`src/rtl/seg_link_pkg.sv`:
```
// Shared definitions for the 2-wire segment link (serial clock + serial data) to the 4-digit LED board.
// Latency: n/a (constants, types and a helper function only).
// Backpressure: n/a.
// Contents: frame geometry, transmitter FSM state enum, segment glyph constants, maxOf helper.
package seg_link_pkg;

  localparam int FRAME_BITS   = 10;  // addr[1:0] followed by data[7:0], MSB first
  localparam int FRAME_PULSES = 11;  // 10 data pulses plus the commit pulse
  localparam int ADDR_W       = 2;
  localparam int SEG_W        = 8;
  localparam int PULSE_W      = $clog2(FRAME_PULSES);

  typedef enum logic [1:0] {
    IDLE,
    LOW,
    HIGH,
    GAP
  } txState_t;

  // Segment bit map: 0 right-high, 1 top, 2 left-high, 3 left-low,
  // 4 bottom, 5 right-low, 6 middle, 7 decimal point.
  localparam logic [SEG_W-1:0] SEG_0    = 8'h3F;
  localparam logic [SEG_W-1:0] SEG_1    = 8'h21;
  localparam logic [SEG_W-1:0] SEG_2    = 8'h5B;
  localparam logic [SEG_W-1:0] SEG_3    = 8'h73;
  localparam logic [SEG_W-1:0] SEG_4    = 8'h65;
  localparam logic [SEG_W-1:0] SEG_5    = 8'h76;
  localparam logic [SEG_W-1:0] SEG_6    = 8'h7E;
  localparam logic [SEG_W-1:0] SEG_7    = 8'h23;
  localparam logic [SEG_W-1:0] SEG_8    = 8'h7F;
  localparam logic [SEG_W-1:0] SEG_9    = 8'h77;
  localparam logic [SEG_W-1:0] SEG_DASH = 8'h40;
  localparam logic [SEG_W-1:0] SEG_DP   = 8'h80;

  function automatic int maxOf(input int a, input int b);
    return (a > b) ? a : b;
  endfunction

endpackage

```
`src/rtl/seg_tx_phase_timer.sv`:
```
// Loadable down-counter timing the LOW, HIGH and GAP phases of the segment-link transmitter.
// Latency: load on edge K makes expired rise in the cycle that starts loadValue-1 edges later (phase lasts loadValue cycles).
// Backpressure: none; free-running once loaded, holds at zero.
// Ports: clock, reset (sync, active-high), load, loadValue[WIDTH] (phase length in cycles, >=1), expired (last cycle of phase).
module seg_tx_phase_timer #(
  parameter int WIDTH = 20
) (
  input  logic             clock,
  input  logic             reset,
  input  logic             load,
  input  logic [WIDTH-1:0] loadValue,
  output logic             expired
);

  logic [WIDTH-1:0] count;

  // Count holds the number of cycles left after the current one, so zero marks the final phase cycle.
  always_ff @(posedge clock) begin
    if (reset) begin
      count <= '0;
    end else if (load) begin
      count <= loadValue - WIDTH'(1);
    end else if (count != '0) begin
      count <= count - WIDTH'(1);
    end
  end

  assign expired = (count == '0);

endmodule

```
`src/rtl/seg_serial_tx.sv`:
```
// Serialises {digit address, segment byte} frames onto the 2-wire segment link as 10 bit pulses plus 1 commit pulse.
// Latency: 22*HALF_PERIOD + GAP_CYCLES cycles from accept edge until frame_ready returns; frame_done on the last GAP cycle.
// Backpressure: frame_ready is high only in IDLE; frame_valid while busy is ignored (requester holds it).
// Ports: clock, reset (sync, active-high), frame_valid/frame_ready/frame_addr[2]/frame_data[8] (request handshake),
//        serial_clock_out, serial_data_out (link pins, straight from flops), busy, frame_done.
// Optional: define SERIAL_TX_MONITOR_EN to add monitor_led_n[2:0] (active-low: [0] commit HIGH, [1] ~clock, [2] ~data).
module seg_serial_tx
  import seg_link_pkg::*;
#(
  parameter int HALF_PERIOD = 262144,
  parameter int GAP_CYCLES  = 524288
) (
  input  logic              clock,
  input  logic              reset,
  input  logic              frame_valid,
  output logic              frame_ready,
  input  logic [ADDR_W-1:0] frame_addr,
  input  logic [SEG_W-1:0]  frame_data,
  output logic              serial_clock_out,
  output logic              serial_data_out,
  output logic              busy,
  output logic              frame_done
`ifdef SERIAL_TX_MONITOR_EN
  ,
  output logic [2:0]        monitor_led_n
`endif
);

  localparam int TIMER_W = $clog2(maxOf(HALF_PERIOD, GAP_CYCLES) + 1);
  localparam logic [TIMER_W-1:0] HALF_LOAD  = TIMER_W'(HALF_PERIOD);
  localparam logic [TIMER_W-1:0] GAP_LOAD   = TIMER_W'(GAP_CYCLES);
  localparam logic [PULSE_W-1:0] LAST_PULSE = PULSE_W'(FRAME_PULSES - 1);

  txState_t               state, stateNext;
  logic [PULSE_W-1:0]     pulseIdx, pulseNext;
  logic [FRAME_BITS-1:0]  shiftReg, shiftNext;
  logic                   clkReg, clkNext;
  logic                   dataReg, dataNext;
  logic                   timerLoad;
  logic [TIMER_W-1:0]     timerValue;
  logic                   timerExpired;

  seg_tx_phase_timer #(
    .WIDTH     (TIMER_W)
  ) phaseTimer (
    .clock     (clock),
    .reset     (reset),
    .load      (timerLoad),
    .loadValue (timerValue),
    .expired   (timerExpired)
  );

  always_ff @(posedge clock) begin
    if (reset) begin
      state    <= IDLE;
      pulseIdx <= '0;
      shiftReg <= '0;
      clkReg   <= 1'b0;
      dataReg  <= 1'b0;
    end else begin
      state    <= stateNext;
      pulseIdx <= pulseNext;
      shiftReg <= shiftNext;
      clkReg   <= clkNext;
      dataReg  <= dataNext;
    end
  end

  always_comb begin
    stateNext  = state;
    pulseNext  = pulseIdx;
    shiftNext  = shiftReg;
    clkNext    = clkReg;
    dataNext   = dataReg;
    timerLoad  = 1'b0;
    timerValue = HALF_LOAD;
    case (state)
      IDLE: begin
        clkNext  = 1'b0;
        dataNext = 1'b0;
        if (frame_valid) begin
          shiftNext = {frame_addr, frame_data};
          // Clock is already low, so the first bit can go out on the accept edge.
          dataNext  = frame_addr[ADDR_W-1];
          pulseNext = '0;
          timerLoad = 1'b1;
          stateNext = LOW;
        end
      end
      LOW: begin
        // Data follows the current bit throughout LOW. After a HIGH phase this
        // moves data one edge after the clock fall, so the two pins never
        // toggle on the same edge. The commit pulse sees an all-zero shifter.
        dataNext = shiftReg[FRAME_BITS-1];
        if (timerExpired) begin
          clkNext   = 1'b1;
          timerLoad = 1'b1;
          stateNext = HIGH;
        end
      end
      HIGH: begin
        if (timerExpired) begin
          clkNext   = 1'b0;
          timerLoad = 1'b1;
          if (pulseIdx == LAST_PULSE) begin
            timerValue = GAP_LOAD;
            stateNext  = GAP;
          end else begin
            pulseNext = pulseIdx + PULSE_W'(1);
            shiftNext = {shiftReg[FRAME_BITS-2:0], 1'b0};
            stateNext = LOW;
          end
        end
      end
      GAP: begin
        dataNext = 1'b0;
        if (timerExpired) begin
          stateNext = IDLE;
        end
      end
      default: begin
        stateNext = IDLE;
      end
    endcase
  end

  assign serial_clock_out = clkReg;
  assign serial_data_out  = dataReg;
  assign frame_ready      = (state == IDLE);
  assign busy             = (state != IDLE);
  assign frame_done       = (state == GAP) && timerExpired;

`ifdef SERIAL_TX_MONITOR_EN
  assign monitor_led_n = {~dataReg, ~clkReg, ~((state == HIGH) && (pulseIdx == LAST_PULSE))};
`endif

endmodule
```
`config.mk`:
```
export PLATFORM = sky130hd
export DESIGN_NAME = seg_serial_tx
export DESIGN_NICKNAME = d
export VERILOG_FILES = /design/src/rtl/seg_link_pkg.sv /design/src/rtl/seg_tx_phase_timer.sv /design/src/rtl/seg_serial_tx.sv
export SDC_FILE = /design/constraint.sdc
export NUM_CORES = 1
export LEC_CHECK = 0
export ABC_AREA = 1
export CORE_MARGIN = 1
export CORE_UTILIZATION = 40
export DETAILED_ROUTE_END_ITERATION = 7
export SYNTH_ARGS = -nofsm -noshare
export SYNTH_HDL_FRONTEND = slang
export SYNTH_SLANG_ARGS = --single-unit
```
`constraint.sdc`:
```
create_clock -name clock -period 4.8 [get_ports clock]
set_clock_uncertainty 0.1 [all_clocks]
set_input_delay 0.48 -clock clock [delete_from_list [all_inputs] [get_ports clock]]
set_output_delay 0.48 -clock clock [all_outputs]
set_load 0.01 [all_outputs]
```
==> flow_summary.ini <==
[status]
status = complete, no violations

[power_and_ir_drop]
pwr_density_cell_nw_per_um2 = 665
pwr-share-comb_pct = 53.1
swShare_pct = 46.8
p_int_mw = 0.840
clock_power_share_pct = 13.2
power_switching_mw = 0.740
seqPwrFrac_pct = 33.7
power_leakage_nw = 1.04
ir_drop_v = 0.000325

[synthesis]
synth-xor-area-share_pct = 1.67
yosysUniqueCellTypes = 33
synth.area.mux_share_pct = 0
syn_inst = 303
ys_ff_latch = 38
yosys_warnings = 0
syn_nets = 325
ys_top_cells_by_area = dfxtp_1 (36%), nand2_1 (13%), nor2_1 (6.2%)
synthesis.area_um2 = 2100
synth.avg_cell_area_um2 = 6.94
synth_compound_area_share_pct = 17.7
synthAdderAreaFrac_pct = 5.35
synthSimpleGateAreaFrac_pct = 31.6
yosysSeqAreaShare_pct = 36.2
yosysTopAreaCell = dfxtp_1
async_reset_ff_share_pct = 0
synthFlopType = dfxtp_1
synthTopCellsByCount = nand2_1 (74), dfxtp_1 (38), nor2_1 (35)
synth_top_area_share_pct = 36.2
yosysMostFrequentCell = nand2_1
synth_top_family_by_area = simple AND/OR/NAND/NOR gates
synth_edf_count = 0

[critical_path]
critPathSlowestCell = nand2_1
cp.arrival_ns = 2.92
cp_max_fo = 40
worst-setup-path-type = flop to flop
worstSetupStartpointType = flop
cpMostUsedCell = nand2_1
cpLargestDelayFamily = simple AND/OR/NAND/NOR gates
critPathRequiredTime_ns = 4.91
end_kind = flop
worstPathBufferInverterCount = 2
cp_slowest_stage_delay_ns = 0.51
crit_path_cell_trace = inv_1 -> ha_1 -> nand4_1 -> nand2_1 -> nand2_2 -> nand2_1 -> nand2_2 -> inv_1 -> nand2_1 -> o21ai_1 -> a21oi_1

[detailed_routing]
drtPass1Iterations = 4
antenna_left = 0
vias = 1965
wl_per_cell_um = 12.5
drt-vias-per-instance = 5.10
wl_mm = 4.82
drt-initial-drc-count = 124
drc = 0

[clock_network]
ctsHoldBuffers = 0
clockBufferDepth = 2
cts_sinks = 38
clk_latency_ns = 0.29
root_buffer = clkbuf_8
htreeDepth = 2
cts_tree = yes
clkTransAtPathRegs_ns = 0.07
cts_buffers = 5
cts_resized = 0
cts_setup_buffers = 0

[layout]
n_antenna_cell = 0
nets = 337
fill_cells = 538
syn_to_final_growth_pct = 12.8
drive_above_1_share_pct = 5.40

[sta]
min_period_ns = 2.80
setup_tns_ns = 0
drv_slew = 0
hold_ws_ns = 0.374
clock.fmax_mhz = 357
relSlewSlack_pct = 44.8
final-setup-viol-count = 0
rsz0062_at_grt = no
worst_pin_slew_ns = 0.825
hold_violations = 0
finalCritPeriodShare_pct = 58.3

[hold_path]
min_path_type = flop to flop

[grt]
antenna_found_initial = 0
grt_pass1_wl_mm = 7.89
gr-usage-all-layers_pct = 18.8
gr-total-overflow = 0
grt_pass1_vias = 1687
grt_max_degree = 41

[floorplanning]
die_w_um = 74.5
rows = 26
die_y_um = 74.5
start_util_pct = 41.4
core_area_um2 = 5070
die_area_um2 = 5550
io_pins = 18

[place]
place_hpwl_mm = 3.32
portBuffers = 17
gp_congestion = 0.802

[run]
cap_violations = 0
[worst reg2reg max path, cell delays in order (launching register included)]
cell and delay, ns:
dfxtp_1 0.36, inv_1 0.12, ha_1 0.31, nand4_1 0.09
nand2_1 0.08, nand2_2 0.50, nand2_1 0.51, nand2_2 0.28
inv_1 0.07, nand2_1 0.09, o21ai_1 0.07, a21oi_1 0.14
[logic make-up after synthesis]
group,after synthesis
flip-flops,38
adder cells (fa/ha/maj),9
AO/OA/AOI/OAI,62
buffers and inverters,37
XOR/XNOR,4
AND/OR/NAND/NOR,153
[worst paths after layout]
path	slack [ns]	cells after the start	end	start
worst max register to register	2.00	11	phaseTimer.count[9]	state[0]
worst min register to register	0.37	2	shiftReg[0]	shiftReg[0]
worst max-delay path	2.00	11	phaseTimer.count[9]	state[0]
worst min-delay path	0.37	2	shiftReg[0]	shiftReg[0]
[area by class of cell]
cell class,count,area [um2],area share (%)
clock buffer,7,76.3,3.22
inverter,25,93.8,3.95
multi-input combinational,228,1180,49.9
sequential,38,761,32.1
tap,70,87.6,3.69
timing repair buffer,17,170,7.17
[power by group through the flow]
stage	Clock [mW]	Sequential [mW]	Combinational, mW
5_1_grt	0.226	0.547	0.958
6_report	0.208	0.533	0.838
3_3_place_gp	0	0.538	0.828
4_1_cts	0.215	0.530	0.837
3_5_place_dp	0	0.536	0.829
2_1_floorplan	0	0.509	0.687
[through the flow]
step | util [%] | instances | setup WS (ns) | power (mW) | cell area [um2]
detailed placement | 45.3 | 378 | 1.82 | 1.36 | 2300
global route | 46.8 | 385 | 1.70 | 1.73 | 2370
floorplan | - | 303 | 2.50 | 1.20 | 2100
CTS | 46.8 | 385 | 2.00 | 1.58 | 2370
global placement | 45.3 | 378 | 1.88 | 1.37 | 2300
finish | 46.8 | 385 | 2.00 | 1.58 | 2370
[registers in the layout, summed over array words and instances (netlist names)]
name	flops
state	2
serial_clock_out	1
serial_data_out	1
shiftReg	10
pulseIdx	4
phaseTimer.count	20
[cells in the final DEF (no fill, tap or decap), drive strengths merged, types with 7 or more instances in the layout]
master / count
a21oi: 14
a31oi: 10
clkbuf: 7
clkdlybuf4s50: 17
dfxtp: 38
ha: 9
inv: 25
nand2: 78
nand3: 21
nor2: 38
o21ai: 26
[layer usage]
metal,GRT usage [%],wire length (um),vias to the layer above
met1,27.3,2580,882
met4,5.66,27,0
met2,27.6,2030,39
met3,4.20,176,2
li1,-,-,1042
met5,0,0,-
(Power assumes the default switching activity.)
